<file path="src/rtl/switch_event_ctrl.sv">
`default_nettype none
// ============================================================================
// Module   : switch_event_ctrl
// Brief    : Multi-switch debounce scheduler and event controller. A shared
//            prescaler paces debounce sampling, a per-switch FSM turns each
//            debounced level into press / release / long-press events, and a
//            round-robin arbiter serializes them onto one valid/ready port.
// Revision : 1.0 - initial release
// ============================================================================
module switch_event_ctrl #(
    parameter int c_NUM_SW       = 4,
    parameter int c_TICK_DIV     = 2500,
    parameter int c_STABLE_TICKS = 100,
    parameter int c_LONG_TICKS   = 5000
) (
    input  logic                i_Clk,
    input  logic                i_Rst_L,
    input  logic [c_NUM_SW-1:0] i_Switch,
    output logic [c_NUM_SW-1:0] o_Switch,
    output logic                o_Evt_Valid,
    output logic [1:0]          o_Evt_Sw,
    output logic [1:0]          o_Evt_Code,
    input  logic                i_Evt_Ready,
    output logic [c_NUM_SW-1:0] o_Overrun
);

    // Counter widths and terminal values
    localparam int                c_TW          = (c_TICK_DIV > 1) ? $clog2(c_TICK_DIV) : 1;
    localparam logic [c_TW-1:0]   c_TICK_LAST   = c_TW'(c_TICK_DIV - 1);
    localparam int                c_SW_W        = $clog2(c_STABLE_TICKS + 1);
    localparam logic [c_SW_W-1:0] c_STABLE_LAST = c_SW_W'(c_STABLE_TICKS);
    localparam int                c_HW          = $clog2(c_LONG_TICKS + 1);
    localparam logic [c_HW-1:0]   c_LONG_LAST   = c_HW'(c_LONG_TICKS);

    // Per-switch FSM states
    localparam logic [1:0] S_IDLE = 2'd0;
    localparam logic [1:0] S_DOWN = 2'd1;
    localparam logic [1:0] S_HELD = 2'd2;

    // Event codes
    localparam logic [1:0] c_EVT_PRESS   = 2'b01;
    localparam logic [1:0] c_EVT_RELEASE = 2'b10;
    localparam logic [1:0] c_EVT_LONG    = 2'b11;

    // Last-granted after reset: makes switch 0 the first candidate
    localparam logic [1:0] c_LAST_INIT = 2'(c_NUM_SW - 1);

    logic [c_NUM_SW-1:0] r_Sync1;
    logic [c_NUM_SW-1:0] r_Sync2;
    logic [c_NUM_SW-1:0] r_Switch;
    logic [c_NUM_SW-1:0] r_Overrun;
    logic [c_NUM_SW-1:0] r_Pend_Valid;
    logic [1:0]          r_Pend_Code  [c_NUM_SW];
    logic [c_SW_W-1:0]   r_Stable_Cnt [c_NUM_SW];
    logic [c_HW-1:0]     r_Hold_Cnt   [c_NUM_SW];
    logic [1:0]          r_State      [c_NUM_SW];
    logic [c_TW-1:0]     r_Tick_Cnt;
    logic [1:0]          r_Last;
    logic                r_Evt_Valid;
    logic [1:0]          r_Evt_Sw;
    logic [1:0]          r_Evt_Code;

    logic                w_Tick;
    logic [c_NUM_SW-1:0] w_Toggle;
    logic [c_NUM_SW-1:0] w_Evt_New;
    logic [1:0]          w_Evt_Code [c_NUM_SW];
    logic [c_NUM_SW-1:0] w_Grant_Vec;
    logic [2:0]          w_Cand;
    logic [1:0]          w_Gnt_Idx;
    logic                w_Found;
    logic                w_Load;
    logic                w_Grant;

    assign w_Tick      = (r_Tick_Cnt == c_TICK_LAST);
    assign w_Load      = !r_Evt_Valid || i_Evt_Ready;
    assign w_Grant     = w_Load && w_Found;

    assign o_Switch    = r_Switch;
    assign o_Overrun   = r_Overrun;
    assign o_Evt_Valid = r_Evt_Valid;
    assign o_Evt_Sw    = r_Evt_Sw;
    assign o_Evt_Code  = r_Evt_Code;

    // Two-flop synchronizer on every raw switch input
    always_ff @(posedge i_Clk) begin
        if (!i_Rst_L) begin
            r_Sync1 <= '0;
            r_Sync2 <= '0;
        end else begin
            r_Sync1 <= i_Switch;
            r_Sync2 <= r_Sync1;
        end
    end

    // Shared prescaler producing a one-cycle sample tick
    always_ff @(posedge i_Clk) begin
        if (!i_Rst_L) begin
            r_Tick_Cnt <= '0;
        end else if (w_Tick) begin
            r_Tick_Cnt <= '0;
        end else begin
            r_Tick_Cnt <= r_Tick_Cnt + c_TW'(1);
        end
    end

    // Debounced level flips on the tick that completes the stable run
    always_comb begin
        w_Toggle = '0;
        for (int i = 0; i < c_NUM_SW; i++) begin
            w_Toggle[i] = w_Tick && (r_Sync2[i] != r_Switch[i]) &&
                          ((r_Stable_Cnt[i] + c_SW_W'(1)) == c_STABLE_LAST);
        end
    end

    // Stable counters and debounced levels
    always_ff @(posedge i_Clk) begin
        for (int i = 0; i < c_NUM_SW; i++) begin
            if (!i_Rst_L) begin
                r_Stable_Cnt[i] <= '0;
                r_Switch[i]     <= 1'b0;
            end else if (w_Tick) begin
                if (r_Sync2[i] == r_Switch[i]) begin
                    r_Stable_Cnt[i] <= '0;
                end else if (w_Toggle[i]) begin
                    r_Stable_Cnt[i] <= '0;
                    r_Switch[i]     <= ~r_Switch[i];
                end else begin
                    r_Stable_Cnt[i] <= r_Stable_Cnt[i] + c_SW_W'(1);
                end
            end
        end
    end

    // Event generation; a release wins over a long press on the same tick
    always_comb begin
        w_Evt_New = '0;
        for (int i = 0; i < c_NUM_SW; i++) begin
            w_Evt_Code[i] = 2'b00;
            case (r_State[i])
                S_IDLE: begin
                    if (w_Toggle[i] && !r_Switch[i]) begin
                        w_Evt_New[i]  = 1'b1;
                        w_Evt_Code[i] = c_EVT_PRESS;
                    end
                end
                S_DOWN: begin
                    if (w_Toggle[i] && r_Switch[i]) begin
                        w_Evt_New[i]  = 1'b1;
                        w_Evt_Code[i] = c_EVT_RELEASE;
                    end else if (w_Tick && ((r_Hold_Cnt[i] + c_HW'(1)) == c_LONG_LAST)) begin
                        w_Evt_New[i]  = 1'b1;
                        w_Evt_Code[i] = c_EVT_LONG;
                    end
                end
                S_HELD: begin
                    if (w_Toggle[i] && r_Switch[i]) begin
                        w_Evt_New[i]  = 1'b1;
                        w_Evt_Code[i] = c_EVT_RELEASE;
                    end
                end
                default: ;
            endcase
        end
    end

    // Per-switch press/hold FSM and hold counter
    always_ff @(posedge i_Clk) begin
        for (int i = 0; i < c_NUM_SW; i++) begin
            if (!i_Rst_L) begin
                r_State[i]    <= S_IDLE;
                r_Hold_Cnt[i] <= '0;
            end else begin
                case (r_State[i])
                    S_IDLE: begin
                        if (w_Toggle[i] && !r_Switch[i]) begin
                            r_State[i]    <= S_DOWN;
                            r_Hold_Cnt[i] <= '0;
                        end
                    end
                    S_DOWN: begin
                        if (w_Toggle[i] && r_Switch[i]) begin
                            r_State[i] <= S_IDLE;
                        end else if (w_Tick) begin
                            r_Hold_Cnt[i] <= r_Hold_Cnt[i] + c_HW'(1);
                            if ((r_Hold_Cnt[i] + c_HW'(1)) == c_LONG_LAST) begin
                                r_State[i] <= S_HELD;
                            end
                        end
                    end
                    S_HELD: begin
                        if (w_Toggle[i] && r_Switch[i]) begin
                            r_State[i] <= S_IDLE;
                        end
                    end
                    default: r_State[i] <= S_IDLE;
                endcase
            end
        end
    end

    // Round-robin search starting just after the last granted switch
    always_comb begin
        w_Found   = 1'b0;
        w_Gnt_Idx = 2'd0;
        w_Cand    = 3'd0;
        for (int k = 1; k <= c_NUM_SW; k++) begin
            w_Cand = {1'b0, r_Last} + 3'(k);
            if (w_Cand >= 3'(c_NUM_SW)) begin
                w_Cand = w_Cand - 3'(c_NUM_SW);
            end
            if (!w_Found && r_Pend_Valid[w_Cand[1:0]]) begin
                w_Found   = 1'b1;
                w_Gnt_Idx = w_Cand[1:0];
            end
        end
        w_Grant_Vec = '0;
        for (int i = 0; i < c_NUM_SW; i++) begin
            w_Grant_Vec[i] = w_Grant && (w_Gnt_Idx == 2'(i));
        end
    end

    // Pending store; an entry freed by this cycle's grant may accept a new event
    always_ff @(posedge i_Clk) begin
        for (int i = 0; i < c_NUM_SW; i++) begin
            if (!i_Rst_L) begin
                r_Pend_Valid[i] <= 1'b0;
                r_Pend_Code[i]  <= 2'b00;
                r_Overrun[i]    <= 1'b0;
            end else if (w_Evt_New[i]) begin
                if (!r_Pend_Valid[i] || w_Grant_Vec[i]) begin
                    r_Pend_Valid[i] <= 1'b1;
                    r_Pend_Code[i]  <= w_Evt_Code[i];
                end else begin
                    r_Overrun[i] <= 1'b1;
                end
            end else if (w_Grant_Vec[i]) begin
                r_Pend_Valid[i] <= 1'b0;
            end
        end
    end

    // Output register: reload when empty or when the current event is taken
    always_ff @(posedge i_Clk) begin
        if (!i_Rst_L) begin
            r_Evt_Valid <= 1'b0;
            r_Evt_Sw    <= 2'd0;
            r_Evt_Code  <= 2'b00;
            r_Last      <= c_LAST_INIT;
        end else if (w_Grant) begin
            r_Evt_Valid <= 1'b1;
            r_Evt_Sw    <= w_Gnt_Idx;
            r_Evt_Code  <= r_Pend_Code[w_Gnt_Idx];
            r_Last      <= w_Gnt_Idx;
        end else if (w_Load) begin
            r_Evt_Valid <= 1'b0;
        end
    end

endmodule
`default_nettype wire

</file>
<file path="config.mk">
export PLATFORM = sky130hd
export DESIGN_NAME = switch_event_ctrl
export DESIGN_NICKNAME = d
export VERILOG_FILES = /design/src/rtl/switch_event_ctrl.sv
export SDC_FILE = /design/constraint.sdc
export NUM_CORES = 1
export LEC_CHECK = 0
export ABC_CLOCK_PERIOD_IN_PS = 5500
export BUFFER_PORTS_ARGS = -buffer_cell sky130_fd_sc_hd__buf_4
export CORE_MARGIN = 5
export CORE_UTILIZATION = 40
export CTS_BUF_LIST = sky130_fd_sc_hd__clkbuf_4 sky130_fd_sc_hd__clkbuf_8
export CTS_CLUSTER_SIZE = 10
export DETAILED_ROUTE_END_ITERATION = 8
export SETUP_SLACK_MARGIN = 0.4
export SKIP_LAST_GASP = 1
export SYNTH_ARGS = -nofsm -noshare
export SYNTH_HDL_FRONTEND = slang
export SYNTH_SLANG_ARGS = --single-unit
export TNS_END_PERCENT = 1
</file>
<file path="constraint.sdc">
create_clock -name i_Clk -period 5.5 [get_ports i_Clk]
set_input_delay 0.825 -clock i_Clk [delete_from_list [all_inputs] [get_ports i_Clk]]
set_output_delay 0.825 -clock i_Clk [all_outputs]
set_load 0.05 [all_outputs]
</file>
Yosys cells after proc, flatten, opt, wreduce, memory -nomap -nowiden. Memory sizes are Yosys's and may differ from the RTL's. A register that Yosys moved wholly into a read port is not among the register bits. Index checks and enable logic that the tools add are counted.

Word-level logic and storage cells: 489. Memory bits (writable): 96. Output and inout bits: 13. Memories: 4. Register bits: 37. Input bits: 7.

Memories: r_Hold_Cnt (depth 4, bits a word 13, rd ports 4, clocked after memory_dff 0, wr ports 4, line 55) `logic [c_HW-1:0] r_Hold_Cnt [c_NUM_SW];`; r_Stable_Cnt (depth 4, bits a word 7, rd ports 4, clocked after memory_dff 0, wr ports 4, line 54) `logic [c_SW_W-1:0] r_Stable_Cnt [c_NUM_SW];`; r_Pend_Code (depth 4, bits a word 2, rd ports 1, clocked after memory_dff 1, wr ports 4, line 53) `logic [1:0] r_Pend_Code [c_NUM_SW];`; r_State (depth 4, bits a word 2, rd ports 4, clocked after memory_dff 0, wr ports 4, line 56) `logic [1:0] r_State [c_NUM_SW];`.

Bitwise operators: 57. Multiplexer cells: 280. $add $sub $neg: 17. Order comparisons: 8. Eq/ne operators: 32. Reduce and logical (&&, ||, !) cells: 73.

Operator list (count): 2-to-1 mux 1 bit (204); 2-to-1 mux 13 bit (8); 2-to-1 mux 2 bit (44); 2-to-1 mux 7 bit (12); adder 13 x 1 -> 13 bit, second input constant (4); equality test 13 bit, second input constant (4); OR 1 bit (44); adder 7 x 1 -> 7 bit, second input constant (4); equality test 7 bit, second input constant (4); logical AND 1 bit (28); one-hot mux 2 bit (3 select lines) (4); AND reduction 2 bit (8); zero test 1 bit (13); inverter 1 bit (13); adder 12 x 1 -> 12 bit, second input constant (1); equality test 12 bit, second input constant (1); equality test 2 bit, second input constant (6); greater-or-equal comparator 3 bit, second input constant (4); < comparator 2 x 3 -> 1 bit, second input constant (4); one-hot mux 1 bit (3 select lines) (4); AND reduction 3 bit (4); OR reduction 3 bit (4); equality test 2 x 1 -> 1 bit, second input constant (5); zero test 2 bit (5); other kinds (11) (35).

Longest topological paths before layout.
Word-level depth: 23. Depth in mapped cells: 9. Mapped depth without buffers: 8.

Least setup slack after synthesis. OpenSTA, ideal clock, no wires.

Kind: reg2reg. From: memory r_Stable_Cnt[1][0] (netlist bit). To: memory r_Hold_Cnt[1][0] (netlist bit) (enable). Stages on the path, launching flop included: 8. Slack: 2.229 ns. Arrival time: 2.867 ns. Path buffers: 0. Data required time: 5.096 ns. Library setup time: 0.404 ns. Period minus slack after synthesis: 3.271 ns. Path through: edfxtp_1 ha_1 xnor2_1 or3b_2 a221oi_2 a21oi_1 o21a_1 o31ai_1.

RTL lines (line): start, declared (54); end, declared (55).

==> impl_metrics.tcl <==
set metrics [dict create \
    outcome "completed" \
    synth_cells 763 \
    mostFrequentLayoutCells "nor2_1 (132), edfxtp_1 (96), nand2_1 (61)" \
    hpwl_microns 10400 \
    grt_pass1_wl_microns 25400 \
    place_inst 989 \
    die_area_sq_um 21400 \
    power_frac_seq 0.571 \
    rsz0062_at_grt "false" \
    port_buffers 19 \
    vias_per_cell 5.38 \
    maxCapViolCount 0 \
    fin_tns_setup_ns 0 \
    synthesis.area_sq_um 7410 \
    cts.sinks 135 \
    drt-pass1-iter-count 5 \
    drt-total-wl_microns 14900 \
    critPathSlowestCell "o31ai_2" \
    min_path_type "flop to flop" \
    finalCriticalPeriod_ns 3.31 \
    required_ns 5.56 \
    p_leak_nw 2.85 \
    synth-seq-cells 135 \
    swShare 0.247 \
    grt_pass1_vias 5311 \
    rows 49 \
    wl_per_cell_microns 14.6 \
    fin_cells 1021 \
    io_pins 20 \
    tightestPinTransition_ns 1.19 \
    drive_above_1_share 0.0871 \
    maxSlewViolCount 0 \
    cp-endpoint "r_Hold_Cnt[1][5]$_SDFFCE_PN0P_" \
    skew_ns 0.0155 \
    p_total_mw 2.06 \
    setup_viol 0 \
    syn-num-nets 787 \
    antenna_left 0 \
    crit_fanout 13 \
    fmax_mhz 302 \
    seq_area_frac_synth 0.494 \
    grt.overflow.total 0 \
    synth_top_area_cell "edfxtp_1" \
    startpoint_type "flop" \
    path_cells "ha_1 -> xnor2_1 -> or3b_2 -> a221oi_2 -> a21oi_1 -> o21a_1 -> o31ai_2" \
    n_antenna_cell 0 \
    critPathKind "flop to flop" \
    endpoint_kind "flop" \
    num_vias 5491 \
    area_growth_pct 9.76 \
    drtIter0Drc 319 \
    grt.total_usage 0.143 \
    vdd_drop_max_mv 0.132 \
    slew-limit-headroom 0.203 \
    tritoncts "done" \
    clockPowerShare 0.370 \
    syn_area_per_cell_sq_um 9.72 \
    finalHoldViolCount 0 \
    crit_path_start "r_Stable_Cnt[1][0]$_SDFFCE_PN0P_" \
    htreeDepth 4 \
    ff2ff_path_depth 7 \
    async_reset_ff_frac 0 \
    cp.depth 7 \
    cp_num_buf_inv 0 \
    die_width_microns 146 \
    p_per_area_nw_per_um2 253 \
    synth-edff-count 96 \
    clk_pin_slew_ns 0.07 \
    final_common_cell "nor2_1" \
    die_y_microns 146 \
    post_cts_buffers 0 \
    synth_flop_cell "edfxtp_1" \
    max_stage_delay_ns 0.93 \
    yosys_warnings 0 \
    cts_hold_buf 0 \
    critical_path_arrival_ns 3.38 \
    wl_met2_microns 7280 \
    dr_wl_met3_microns 477 \
    synth_area_leaders "edfxtp_1 (39%), dfxtp_1 (11%), nor2_1 (6.7%), xor2_1 (5.6%), xnor2_1 (4.5%)" \
    fillers 1671 \
    power_frac_comb 0.059 \
    path_delay_family "compound AO/OA/AOI/OAI gates" \
    highest_layer "met4" \
    switchingPower_mw 0.509 \
    m1WireLength_microns 7060 \
    finalCritPeriodShare 0.603 \
    grt_max_degree 39 \
    r2r-start "r_Stable_Cnt[1][0]$_SDFFCE_PN0P_" \
    cts_buffers 17 \
    gp_congestion 0.842 \
    p_int_mw 1.55 \
    drc 0 \
    final_nets 803 \
    start_util 0.410 \
    core-area_sq_um 18100 \
    r2r-end "r_Hold_Cnt[1][5]$_SDFFCE_PN0P_" \
    root_buffer "clkbuf_8" \
    clk_latency_ns 0.45 \
    rrSetupSlack_ns 2.19 \
    cts_resized 0 \
    ys_types 63 \
    antenna_found_initial 0 \
    synth_top_area_share 0.389 \
    clockBufferDepth 2 \
    finish.utilization 0.450 \
]
per-stage QoR:
step                cell area (sq um)  setup slack [ns]  hold WS, ns
finish                           8140              2.19        0.439
global route                     8140              2.00        0.457
CTS                              8140              2.12        0.441
detailed placement               7770              2.08        0.420
global placement                 7770              2.22        0.425
floorplan                        7410              2.23        0.412
flip-flops by register name, summed over array words and instances, names as in the netlist:
signal,cells
o_Evt_Code,2
o_Evt_Sw,2
o_Evt_Valid,1
o_Overrun,4
o_Switch,4
r_Hold_Cnt,52
r_Last,2
r_Pend_Code,8
r_Pend_Valid,4
r_Stable_Cnt,28
r_State,8
r_Sync1,4
r_Sync2,4
r_Tick_Cnt,12
power groups by stage:
stage / clock (mW) / sequential [mW] / combinational (mW)
floorplan: 0 / 1.18 / 0.101
global placement: 0 / 1.19 / 0.119
detailed placement: 0 / 1.20 / 0.122
CTS: 0.795 / 1.17 / 0.123
global route: 0.843 / 1.18 / 0.138
finish: 0.760 / 1.18 / 0.122
how the worst min path moves through the flow:
stage	cells past startpoint	endpoint	start	slack, ns
after floorplan	1	r_Sync2[0]$_SDFF_PN0_	r_Sync1[0]$_SDFF_PN0_	0.41
final	1	r_Sync2[1]$_SDFF_PN0_	r_Sync1[1]$_SDFF_PN0_	0.44
after detailed placement	1	r_Sync2[0]$_SDFF_PN0_	r_Sync1[0]$_SDFF_PN0_	0.42
after CTS	1	r_Sync2[0]$_SDFF_PN0_	r_Sync1[0]$_SDFF_PN0_	0.44
after global placement	1	r_Sync2[1]$_SDFF_PN0_	r_Sync1[1]$_SDFF_PN0_	0.42
after global routing	1	r_Sync2[1]$_SDFF_PN0_	r_Sync1[1]$_SDFF_PN0_	0.46
metal layers:
metal  track usage  vias up
met3        0.0372        8
met5             0        -
met1         0.187     2624
met2         0.232       99
li1              -     2760
met4        0.0480        0
layout make-up:
cell class	instances	area, sq um	area share
inverter	24	90.1	0.0111
timing repair buffer	22	165	0.0203
clock buffer	19	255	0.0314
multi-input combinational	579	3570	0.439
tap	229	287	0.0352
sequential	135	3660	0.450
clock inverter	13	106	0.0131
cells by family after synthesis:
logic type	Yosys count	share of synthesized area
adders and majority gates	18	0.0300
AOI/OAI and AO/OA	103	0.0964
buffers and inverters	49	0.0250
muxes	8	0.0113
DFF	135	0.494
and+or+nand+nor	365	0.243
xor gates and xnor gates	85	0.100
Yosys cell counts, types with 3 or more instances:
library cell / number
dfxtp_1: 39
or4_1: 3
nor4b_1: 3
clkbuf_1: 24
nor2_1: 132
o21a_1: 10
nor4_1: 9
xnor2_1: 38
and3_1: 17
nand3_1: 47
xor2_1: 47
nor3_1: 18
nor3b_1: 6
a31oi_1: 4
and2_1: 10
and4_1: 5
nand2b_1: 11
a21oi_1: 27
mux2i_1: 5
inv_1: 24
nand2_1: 61
o21ai_0: 24
nand4_1: 14
mux2_2: 3
a211oi_1: 4
or3_1: 5
ha_1: 17
nor2b_1: 12
edfxtp_1: 96
o211ai_1: 3
worst reg2reg max path, stage by stage (launching register included):
cell	delay, ns
edfxtp_1	0.44
ha_1	0.27
xnor2_1	0.15
or3b_2	0.47
a221oi_2	0.36
a21oi_1	0.12
o21a_1	0.18
o31ai_2	0.93
No activity file was read; power rests on OpenSTA's default activity.
